==> src/rtl/bn_stream_arbiter.sv <==
// bn_stream_arbiter: round-robin burst arbiter that shares one BN datapath lane
// between a forward activation stream (A) and a backward gradient stream (B).
// Whole bursts are granted; a watchdog forces release after MAX_BURST beats.
// Optional build macro: BN_ARB_STATS_EN adds per-source grant counters.
//
//  state   | meaning
//  --------+---------------------------------------------------------
//  IDLE    | no grant; arbitrate between pending requesters
//  GRANT_A | lane owned by A until a_last or watchdog release
//  GRANT_B | lane owned by B until b_last or watchdog release

module mux_2 #(
  parameter int W = 16
) (
  input  logic [W-1:0] a,
  input  logic [W-1:0] b,
  input  logic         s,
  output logic [W-1:0] y
);
  assign y = s ? b : a;
endmodule

module bn_stream_arbiter #(
  parameter int DATA_WIDTH = 16,
  parameter int MAX_BURST  = 64,
  parameter int CNT_W      = 16
) (
  input  logic                  clk,
  input  logic                  rst,
  input  logic                  a_valid,
  input  logic [DATA_WIDTH-1:0] a_data,
  input  logic                  a_last,
  output logic                  a_ready,
  input  logic                  b_valid,
  input  logic [DATA_WIDTH-1:0] b_data,
  input  logic                  b_last,
  output logic                  b_ready,
  output logic                  o_valid,
  output logic [DATA_WIDTH-1:0] o_data,
  output logic                  o_last,
  input  logic                  o_ready,
  output logic                  sel,
  output logic                  burst_err
`ifdef BN_ARB_STATS_EN
  ,
  output logic [CNT_W-1:0]      a_grant_cnt,
  output logic [CNT_W-1:0]      b_grant_cnt
`endif
);

  localparam int BW = (MAX_BURST > 1) ? $clog2(MAX_BURST) : 1;

  typedef enum logic [1:0] {IDLE, GRANT_A, GRANT_B} state_t;

  state_t                state, state_nxt;
  logic                  last_winner;   // 0 = A, 1 = B
  logic [BW-1:0]         beat_cnt;
  logic                  can_load;
  logic                  src_valid;
  logic                  src_last;
  logic                  take;
  logic                  forced;
  logic                  enter_grant;
  logic [DATA_WIDTH-1:0] mux_out;

  assign sel      = (state == GRANT_B);
  assign can_load = !o_valid || o_ready;
  assign a_ready  = (state == GRANT_A) && can_load;
  assign b_ready  = (state == GRANT_B) && can_load;

  mux_2 #(.W(DATA_WIDTH)) u_mux (
    .a (a_data),
    .b (b_data),
    .s (sel),
    .y (mux_out)
  );

  // Handshake, watchdog and next-state decode
  always_comb begin
    state_nxt = state;
    src_valid = sel ? b_valid : a_valid;
    src_last  = sel ? b_last  : a_last;
    take      = (state != IDLE) && src_valid && can_load;
    forced    = (beat_cnt == BW'(MAX_BURST - 1)) && !src_last;
    case (state)
      IDLE: begin
        if (a_valid && b_valid) state_nxt = last_winner ? GRANT_A : GRANT_B;
        else if (a_valid)       state_nxt = GRANT_A;
        else if (b_valid)       state_nxt = GRANT_B;
      end
      GRANT_A, GRANT_B: begin
        if (take && (src_last || forced)) state_nxt = IDLE;
      end
      default: state_nxt = IDLE;
    endcase
    enter_grant = (state == IDLE) && (state_nxt != IDLE);
  end

  // State register, round-robin memory and burst beat counter
  always_ff @(posedge clk or posedge rst) begin
    if (rst) begin
      state       <= IDLE;
      last_winner <= 1'b1;
      beat_cnt    <= '0;
    end else begin
      state <= state_nxt;
      if (enter_grant) begin
        last_winner <= (state_nxt == GRANT_B);
        beat_cnt    <= '0;
      end else if (take) begin
        beat_cnt <= beat_cnt + BW'(1);
      end
    end
  end

  // One-entry output register; load and drain in the same cycle keeps full rate
  always_ff @(posedge clk or posedge rst) begin
    if (rst) begin
      o_valid   <= 1'b0;
      o_data    <= '0;
      o_last    <= 1'b0;
      burst_err <= 1'b0;
    end else begin
      burst_err <= take && forced;
      if (take) begin
        o_valid <= 1'b1;
        o_data  <= mux_out;
        o_last  <= src_last || forced;
      end else if (o_ready) begin
        o_valid <= 1'b0;
      end
    end
  end

`ifdef BN_ARB_STATS_EN
  // Grant statistics, wrapping naturally at 2^CNT_W
  always_ff @(posedge clk or posedge rst) begin
    if (rst) begin
      a_grant_cnt <= '0;
      b_grant_cnt <= '0;
    end else if (enter_grant) begin
      if (state_nxt == GRANT_A) a_grant_cnt <= a_grant_cnt + CNT_W'(1);
      else                      b_grant_cnt <= b_grant_cnt + CNT_W'(1);
    end
  end
`else
  localparam int unused_cnt_w = CNT_W;
`endif

endmodule

==> config.mk <==
export PLATFORM = sky130hd
export DESIGN_NAME = bn_stream_arbiter
export DESIGN_NICKNAME = d
export VERILOG_FILES = /design/src/rtl/bn_stream_arbiter.sv
export SDC_FILE = /design/constraint.sdc
export NUM_CORES = 1
export LEC_CHECK = 0
export CAP_MARGIN = 20
export CORE_ASPECT_RATIO = 2
export CORE_MARGIN = 3
export CORE_UTILIZATION = 44
export CTS_CLUSTER_DIAMETER = 80
export DETAILED_ROUTE_END_ITERATION = 8
export HOLD_SLACK_MARGIN = 0.06
export PLACE_DENSITY = 0.91
export SKIP_CTS_REPAIR_TIMING = 1
export SLEW_MARGIN = 15
export SYNTH_ARGS = -nofsm -noshare
export SYNTH_HDL_FRONTEND = slang
export SYNTH_HIERARCHICAL = 1
export SYNTH_SLANG_ARGS = --single-unit
==> constraint.sdc <==
create_clock -name clk -period 2.75 [get_ports clk]
set_input_delay 0.55 -clock clk [delete_from_list [all_inputs] [get_ports clk]]
set_output_delay 0.55 -clock clk [all_outputs]
set_load 0.1 [all_outputs]
==> implementation parameters <==
Parameter                              Value

Status
  Outcome    finished clean

Logic synthesis
  Number of storage elements in the synthesis netlist    28
  Syn nets    ~170
  Portion of synthesized cell area occupied by the leading cell type    0.428
  Most area-consuming cells after synthesis    dfrtp_1 43%, mux2_1 11%, mux2_4 11%, mux2_2 4.3%, ha_1 4.0%
  Number of enable-type register cells in the synthesized netlist    0
  Most numerous cell in the Yosys netlist    dfrtp_1
  Count of unique library cells instantiated by Yosys    33
  Seq/Total Area, Yosys    0.444
  Most numerous cell types in the synthesized netlist    27 x dfrtp_1, 16 x mux2_1, 12 x mux2_4, 9 x nor2_1, 8 x nand2_1
  Count of yosys warnings during synthesis    6
  Cells after synthesis    about 120
  Top flip-flop cell by instance count after synthesis    dfrtp_1
  Avg Synthesized Cell Area    between 10 and 15 µm²
  Post-Syn Area    roughly 1600 µm²
  Fraction of registers with async set/reset    1.00
  Area leader, netlist    dfrtp_1

Flow run
  Max-capacitance violation count    0

STA
  Pin slew with the least headroom to its limit    roughly 1.0 ns
  Summed negative setup slack over all endpoints    0 ns
  Final Hold Vio Count    0
  Share of the cycle needed by the critical path after routing    0.884
  Final count of negative-setup-slack endpoints    0
  Shortest period the worst path allows    roughly 2.4 ns
  Max Clock Skew    roughly 0.0012 ns
  Worst slew margin    0.327
  Final slew viol count    0
  Fin worst setup slack    between 0.3 and 0.4 ns
  Unrepaired setup endpoints after global routing    no
  Max frequency    slightly above 0.4 GHz

Die
  Die span in x    48.4 µm
  Starting utilization of the core area    0.463
  Standard-cell row count    30
  Area enclosed by the die boundary    around 4400 µm²
  I/O pin cnt    61
  Placeable core area    around 3400 µm²
  Height of the die    approximately 91 µm

Place
  Quantity of I/O buffers inserted on ports    60
  Post-placement setup slack    -0.00190 ns
  DPL Wire Length    3.11 mm
  Final RePlAce weighted congestion    a little under 0.8

Clock network
  TritonCTS clock tree    yes
  Cell at the root of the clock tree    clkbuf_8
  Clock latency on the worst-skew pair    between 0.2 and 0.3 ns
  Clock slew seen by the registers of the worst setup and hold paths    roughly 0.090 ns
  H-tree level count    1
  Number of clock sinks    28
  CTS Buf Count    3
  CTS Buffer Depth    2

Finish
  Final-layout fill cell count    approximately 260
  Area delta synth->final    42.4%
  Multi-input gate area    805 µm²
  FF+latch area    ~700 µm²
  Total inserted antenna cells    0
  Count of nets after finishing    230
  Fraction of layout cells with a size suffix above 1    0.297

Detailed routing
  WL final    roughly 3.7 mm
  Vias per cell    ~5.1
  DRC    0
  Vias post-DR    ~1200
  Average wire per cell in the routed design    about 16 µm
  Number of optimization iterations in the first detailed-route pass    3
  Count of routing violations after the opening detailed-route iteration    19
  Residual antenna-violating net count after detailed routing    0

Critical path
  Delay of the slowest cell on the worst path    roughly 0.83 ns
  Worst EP required    slightly below 3 ns
  Crit path max fanout    24
  Critical setup path kind    reg2reg
  Kind of end point of the critical path    flip-flop
  WP data arrival    2.58 ns
  CP cell instances    inv_1, ha_1, mux2_4, and3_1, nand4_1, xor2_1, nor2_1
  Type of element launching the critical path    flip-flop
  Master of the slowest instance on the critical path    and3_1

Global route
  Vias in the first global route    1362
  Wire length of the first global-routing pass    around 6.3 mm
  All-Layer GR Usage    0.184
  Number of antenna violations at the first check in global routing    0
  Overflow left after global routing    0
  Largest net degree at the start of global routing    29

Hold path
  Class of the most critical hold timing path    reg2reg
[per-layer routing]
metal,share of wire,track usage,routed length (µm),up-vias
met5,0,0,0,-
met4,0.028,0.0855,102,0
met3,0.048,0.0314,177,11
met2,0.59,0.358,2160,43
met1,0.34,0.179,1240,579
li1,-,-,-,553
[kinds of logic after synthesis]
kind of cell / count (synthesis) / share of synthesized area
flops: 28 / 0.444
compound gates: 12 / 0.0744
mux: 34 / 0.271
fa+ha+maj: 5 / 0.0396
buf+inv: 9 / 0.0467
simple gates: 29 / 0.0966
xor+xnor: 5 / 0.0277
[metrics by stage]
step                instances  utilization  hold WS (ns)  cell area, µm²
floorplan                 122            -         0.494            1580
global placement          229        0.642         0.472            2190
detailed placement        229        0.642         0.481            2190
CTS                       233        0.659         0.501            2250
global route              233        0.659         0.523            2250
finish                    233        0.659         0.498            2250
[state kept, by name (all words and copies together) (netlist names)]
register	cells
beat_cnt	6
burst_err	1
last_winner	1
o_data	16
o_last	1
o_valid	1
state	2
[final timing paths]
path	slack [ns]	from	end	cells past startpoint
max	0.32	state[0]$_DFF_PP0_	beat_cnt[5]$_DFFE_PP0P_	7
min	0.50	o_data[13]$_DFFE_PP0P_	o_data[13]$_DFFE_PP0P_	1
max reg2reg	0.32	state[0]$_DFF_PP0_	beat_cnt[5]$_DFFE_PP0P_	7
min reg2reg	0.50	o_data[13]$_DFFE_PP0P_	o_data[13]$_DFFE_PP0P_	1
max in group asynchronous	1.80	rst	last_winner$_DFFE_PP1P_	3
min in group asynchronous	0.65	rst	o_data[6]$_DFFE_PP0P_	3
[placed cells by master (no fill, tap or decap), drive strengths merged, types with 2 or more instances in the layout]
master / Yosys / layout
and2: 2 / 2
a311oi: 2 / 2
clkbuf: 0 / 4
dfrtp: 27 / 27
nand2: 8 / 8
inv: 3 / 3
nand2b: 3 / 3
nor2: 9 / 9
buf: 5 / 26
and3: 2 / 2
mux2: 34 / 34
xor2: 4 / 4
clkdlybuf4s50: 0 / 38
nand4: 2 / 2
a21oi: 4 / 4
ha: 5 / 5
[area by class of cell]
class                   count  area share
inverters                   4     0.00667
well taps                  48      0.0267
multi-input cells          85       0.358
clock buffers               4      0.0245
flip-flops and latches     28       0.312
repair buffers             64       0.273
[worst max-delay path: cells and delay by family, from the launching register on]
family	cells	cell delay, ns
and+or+nand+nor	3	1.12
DFF	1	0.40
adders and majority gates	1	0.26
muxes	1	0.24
xor gates and xnor gates	1	0.19
buffers and inverters	1	0.10
Power is not shown: default switching activity piles up to over one toggle a cycle in this logic, so the estimate is an artifact.
